--- src/rtl/uart_pkg.sv ---
// Shared UART definitions for the 8N1 receiver and transmitter.
//   CLK_FREQ_DEFAULT / BAUD_DEFAULT : default system clock (Hz) and line rate (bit/s)
//   CNT_W                           : width of the bit-timing counter (CLKS_PER_BIT <= 8191)
//   clks_per_bit()                  : integer clocks per bit from clock and baud
//   rx_state_t                      : receiver FSM states, 2-bit encoding
package uart_pkg;

  localparam int unsigned CLK_FREQ_DEFAULT = 50_000_000;
  localparam int unsigned BAUD_DEFAULT     = 115_200;
  localparam int unsigned CNT_W            = 13;

  function automatic int unsigned clks_per_bit(input int unsigned clk_freq,
                                               input int unsigned baud);
    return clk_freq / baud;
  endfunction

  typedef enum logic [1:0] {
    IDLE  = 2'd0,
    START = 2'd1,
    DATA  = 2'd2,
    STOP  = 2'd3
  } rx_state_t;

endpackage

--- src/rtl/sync_2ff.sv ---
// Two-flop synchroniser for a single asynchronous input bit.
//   clk   : destination clock
//   rst_n : asynchronous active-low reset; both flops load RST_VAL
//   d     : asynchronous input
//   q     : synchronised output
module sync_2ff #(
  parameter logic RST_VAL = 1'b1
) (
  input  logic clk,
  input  logic rst_n,
  input  logic d,
  output logic q
);

  logic meta;

  always_ff @(posedge clk or negedge rst_n) begin
    if (!rst_n) begin
      meta <= RST_VAL;
      q    <= RST_VAL;
    end else begin
      meta <= d;
      q    <= meta;
    end
  end

endmodule

--- src/rtl/uart_rx.sv ---
// UART receiver, 8N1, LSB first, idle-high line. Each bit is sampled at its
// mid-point using the system clock as the oversampling clock.
//   clk          : system clock, rising edge
//   rst_n        : asynchronous active-low reset
//   rx           : serial input, asynchronous, idle high
//   rx_data      : last correctly framed byte, held until the next good frame
//   rx_valid     : 1-cycle pulse, rx_data updated this cycle
//   rx_frame_err : 1-cycle pulse, stop bit sampled low (rx_data not updated)
//   rx_busy      : high from start-edge detect until return to IDLE
// CLKS_PER_BIT = CLK_FREQ/BAUD must lie in 4..8191.
module uart_rx
  import uart_pkg::*;
#(
  parameter int unsigned CLK_FREQ = CLK_FREQ_DEFAULT,
  parameter int unsigned BAUD     = BAUD_DEFAULT
) (
  input  logic       clk,
  input  logic       rst_n,
  input  logic       rx,
  output logic [7:0] rx_data,
  output logic       rx_valid,
  output logic       rx_frame_err,
  output logic       rx_busy
);

  localparam int unsigned CLKS_PER_BIT = clks_per_bit(CLK_FREQ, BAUD);
  localparam int unsigned HALF_BIT     = CLKS_PER_BIT / 2;

  localparam logic [CNT_W-1:0] BIT_RELOAD  = CNT_W'(CLKS_PER_BIT - 1);
  localparam logic [CNT_W-1:0] HALF_RELOAD = CNT_W'(HALF_BIT - 1);

  logic             rx_s;
  logic             rx_s_d;
  rx_state_t        state;
  logic [CNT_W-1:0] cnt;
  logic [2:0]       idx;
  logic [7:0]       shift_reg;

  sync_2ff #(.RST_VAL(1'b1)) u_sync (
    .clk   (clk),
    .rst_n (rst_n),
    .d     (rx),
    .q     (rx_s)
  );

  // Edge register: a start needs rx_s to fall, so a line that is already low
  // (break, tail of a bad frame, or low at reset release) never starts a frame.
  always_ff @(posedge clk or negedge rst_n) begin
    if (!rst_n) rx_s_d <= 1'b1;
    else        rx_s_d <= rx_s;
  end

  always_ff @(posedge clk or negedge rst_n) begin
    if (!rst_n) begin
      state        <= IDLE;
      cnt          <= '0;
      idx          <= '0;
      shift_reg    <= '0;
      rx_data      <= '0;
      rx_valid     <= 1'b0;
      rx_frame_err <= 1'b0;
      rx_busy      <= 1'b0;
    end else begin
      rx_valid     <= 1'b0;
      rx_frame_err <= 1'b0;
      case (state)
        IDLE: begin
          if (!rx_s && rx_s_d) begin
            cnt     <= HALF_RELOAD;
            rx_busy <= 1'b1;
            state   <= START;
          end
        end
        START: begin
          if (cnt == '0) begin
            if (!rx_s) begin
              cnt   <= BIT_RELOAD;
              idx   <= '0;
              state <= DATA;
            end else begin
              // Start bit gone by mid-bit: treat as a glitch, no strobe.
              rx_busy <= 1'b0;
              state   <= IDLE;
            end
          end else begin
            cnt <= cnt - 1'b1;
          end
        end
        DATA: begin
          if (cnt == '0) begin
            shift_reg[idx] <= rx_s;
            cnt            <= BIT_RELOAD;
            if (idx == 3'd7) state <= STOP;
            else             idx   <= idx + 1'b1;
          end else begin
            cnt <= cnt - 1'b1;
          end
        end
        STOP: begin
          if (cnt == '0) begin
            if (rx_s) begin
              rx_data  <= shift_reg;
              rx_valid <= 1'b1;
            end else begin
              rx_frame_err <= 1'b1;
            end
            // Leaving at mid-stop-bit lets a back-to-back start edge be caught.
            rx_busy <= 1'b0;
            state   <= IDLE;
          end else begin
            cnt <= cnt - 1'b1;
          end
        end
        default: begin
          rx_busy <= 1'b0;
          state   <= IDLE;
        end
      endcase
    end
  end

endmodule

--- config.mk ---
export PLATFORM = sky130hd
export DESIGN_NAME = uart_rx
export DESIGN_NICKNAME = d
export VERILOG_FILES = /design/src/rtl/uart_pkg.sv /design/src/rtl/sync_2ff.sv /design/src/rtl/uart_rx.sv
export SDC_FILE = /design/constraint.sdc
export NUM_CORES = 1
export LEC_CHECK = 0
export BUFFER_PORTS_ARGS = -buffer_cell sky130_fd_sc_hd__buf_2
export CORE_MARGIN = 1.5
export CORE_UTILIZATION = 60
export DETAILED_ROUTE_END_ITERATION = 6
export PLACE_DENSITY = 0.89
export SLEW_MARGIN = 20
export SYNTH_ARGS = -nofsm -noshare
export SYNTH_HDL_FRONTEND = slang
export SYNTH_SLANG_ARGS = --single-unit
--- constraint.sdc ---
create_clock -name clk -period 6.2 [get_ports clk]
set_input_delay 0.31 -clock clk [delete_from_list [all_inputs] [get_ports clk]]
set_output_delay 0.31 -clock clk [all_outputs]
set_load 0.01 [all_outputs]
==> metrics <==
class of the most critical setup path=reg2reg; DR vias/cell=~6.3; CP Launch Type=flip-flop; Pwr Density=439 nW/um2; Post-Synth Simple-Gate Area=19.1%; Tightest Pin Transition=about 0.85 ns; initial antenna violation count=0; Net Sw Frac=45.3%; HPWL Detailed=2.95 mm; Filler cells=between 200 and 300; Reg power frac=38.2%; VDD IR max=357 uV; global-route wire length before repair=7.37 mm; Area after DPL=around 2200 um2; Final Max Slew Viols=0; Mapped Avg Cell Area=10.8 um2; Post-Route WL=4.15 mm; part of the cycle the worst path needs=38.7%; syn nets=210; Adder-Cell Fraction of Synth Area=5.26%; Leak=roughly 1.1 nW; post-synthesis mux area share=8.42%; most common cell after layout, fill and taps aside=dfrtp_1; Worst Skew=roughly 0.011 ns; Post-synth ARST share=100%; final hold violation count=0; crit end category=flip-flop; Die W=between 60 and 70 um; Compound-Gate Fraction of Synth Area=roughly 17%; core area=3390 um2; post-route DRC violation count=0; most frequent cells in the layout=dfrtp_1 (37), mux2_1 (16), nor2_1 (13), buf_2 (13); largest family of logic cells by synthesized area=simple AND/OR/NAND/NOR gates; Pint=0.546 mW; WL/cell=16.2 um; Layout Nets=221; Final setup viols=0; Largest register FFs=13; DIE HEIGHT=62.7 um; most common flop cell mapped by yosys=dfrtp_1; synthesis-to-layout area growth=6.14%; FF+latch count, synth=40; Sink Count=40; post-cts resize count=0; Final Cell Area=2270 um2; minimum clock period=approximately 2.4 ns; Max-Cap Viols=0; Post-synth EDFFs=0; row count=21; largest net degree at the start of global routing=41; fin util=67.0%; RSZ-0062 raised after global routing=false; later-pin clock latency in the skew report=0.35 ns; via count=1604; DR iter-0 viols=81; Initial Utilization=~63%; CP max FO=12; worst rel slew slack=43.5%; clock transition at the registers of the reported paths=0.12 ns; gr ovfl total=0; xor and xnor area share after synthesis=0%; Psw=0.451 mW; gpl congestion=0.905; clock root buffer=clkbuf_4; synth unique cells=50; sequential fraction of the synthesis area=a little under half; vias in the first global route=around 1600; setup bufs post-CTS=0; Post-DRT Antenna Nets=0; die area=3930 um2; H-tree depth=2; CTS tree=built; Cell Area, Synth=roughly 2100 um2; CP Data Arrival Time=roughly 2.7 ns; CTS max path bufs=2; hold buffers post-CTS=0; Top Ports=14; outcome=complete, no violations; Pre-antenna DRT Iters=4; Ys Warns=0; CTS Buf Count=5; Fmax achieved=~420 MHz; Data required, critical path=6.45 ns; combinational share of power=49.1%; Clock power frac=approximately 13%; Cells after Synth=198; Setup TNS=0 ns; share of layout cells above drive strength 1=18.1%; hold crit path type=in2async; Buffers on Ports=13; all-layer global routing usage=24.2%; n_diodes=0
cell usage after synthesis, types with 2 or more instances:
cell | count | area, um2
a211oi_1 | 2 | 15.0
a21o_1 | 2 | 15.0
a21oi_1 | 9 | 45.0
a31oi_1 | 3 | 18.8
and3_1 | 2 | 12.5
buf_2 | 3 | 15.0
clkbuf_1 | 5 | 18.8
dfrtp_1 | 37 | 926
dfstp_2 | 3 | 78.8
ha_1 | 9 | 113
inv_1 | 9 | 33.8
mux2_1 | 16 | 180
nand2_1 | 8 | 30.0
nand3_1 | 6 | 30.0
nor2_1 | 13 | 48.8
nor3_1 | 7 | 35.0
nor3_2 | 3 | 30.0
nor3b_1 | 2 | 15.0
nor4_1 | 5 | 31.3
nor4_4 | 2 | 42.5
o21a_1 | 3 | 22.5
o21ai_0 | 6 | 30.0
o21ai_1 | 4 | 20.0
o21bai_1 | 3 | 22.5
o22a_1 | 2 | 17.5
o31ai_1 | 5 | 37.5
o41ai_1 | 3 | 26.3
or3_1 | 3 | 18.8
or3b_2 | 2 | 17.5
critical path, stage by stage (launching register included):
cell	delay, ns
dfrtp_1	0.43
inv_1	0.11
ha_1	0.18
nor3b_1	0.38
and4_4	0.38
nand2_2	0.15
nor4b_2	0.32
mux2_1	0.34
worst paths after layout:
path / startpoint / end / slack (ns) / depth (start not counted)
max in group asynchronous: rst_n / cnt[5] / 5.62 / 1
setup / recovery: cnt[0] / shift_reg[1] / 3.80 / 7
hold reg to reg: u_sync.meta / u_sync.q / 0.36 / 0
setup reg to reg: cnt[0] / shift_reg[1] / 3.80 / 7
hold / removal: rst_n / shift_reg[4] / 0.04 / 1
min in group clk: rx / u_sync.meta / 0.05 / 1
per-layer routing:
layer  up-vias  wire length [um]  track usage (%)
li1        757                 -                -
met1       790              1910             32.2
met2        48              1940             37.1
met3         9               209             5.77
met4         0                90             12.5
met5         -                 0                0
power by group through the flow:
stage	sequential [mW]	clock, mW	combinational [mW]
3_5_place_dp	0.382	0	0.482
4_1_cts	0.378	0.131	0.485
3_3_place_gp	0.376	0	0.466
5_1_grt	0.388	0.143	0.542
2_1_floorplan	0.356	0	0.408
6_report	0.381	0.127	0.489
per-stage QoR:
| step | cells | power [mW] | hold slack [ns] | worst slack [ns] |
|---|---|---|---|---|
| CTS | 256 | 0.994 | 0.0446 | 3.80 |
| floorplan | 198 | 0.764 | 0.0144 | 4.15 |
| detailed placement | 248 | 0.864 | 0.347 | 3.87 |
| global route | 256 | 1.07 | 0.0380 | 3.64 |
| global placement | 248 | 0.843 | 0.347 | 3.94 |
| finish | 256 | 0.997 | 0.0440 | 3.80 |
kinds of logic after synthesis:
logic type	count (synthesis)
multiplexers	16
flip-flops	40
AO/OA/AOI/OAI	51
adder cells (fa/ha/maj)	9
buffers and inverters	18
AND/OR/NAND/NOR	64
final cells by class:
cell class,instances,area (um2),area share (%)
Clock buffer,6,41.3,1.82
Multi-Input combinational cell,140,1060,46.5
Sequential cell,40,1000,44.2
Clock inverter,2,12.5,0.551
Inverter,9,33.8,1.49
Timing Repair Buffer,13,65.1,2.87
Tap cell,46,57.6,2.53
Note: power is estimated with default switching activity, not from simulation.
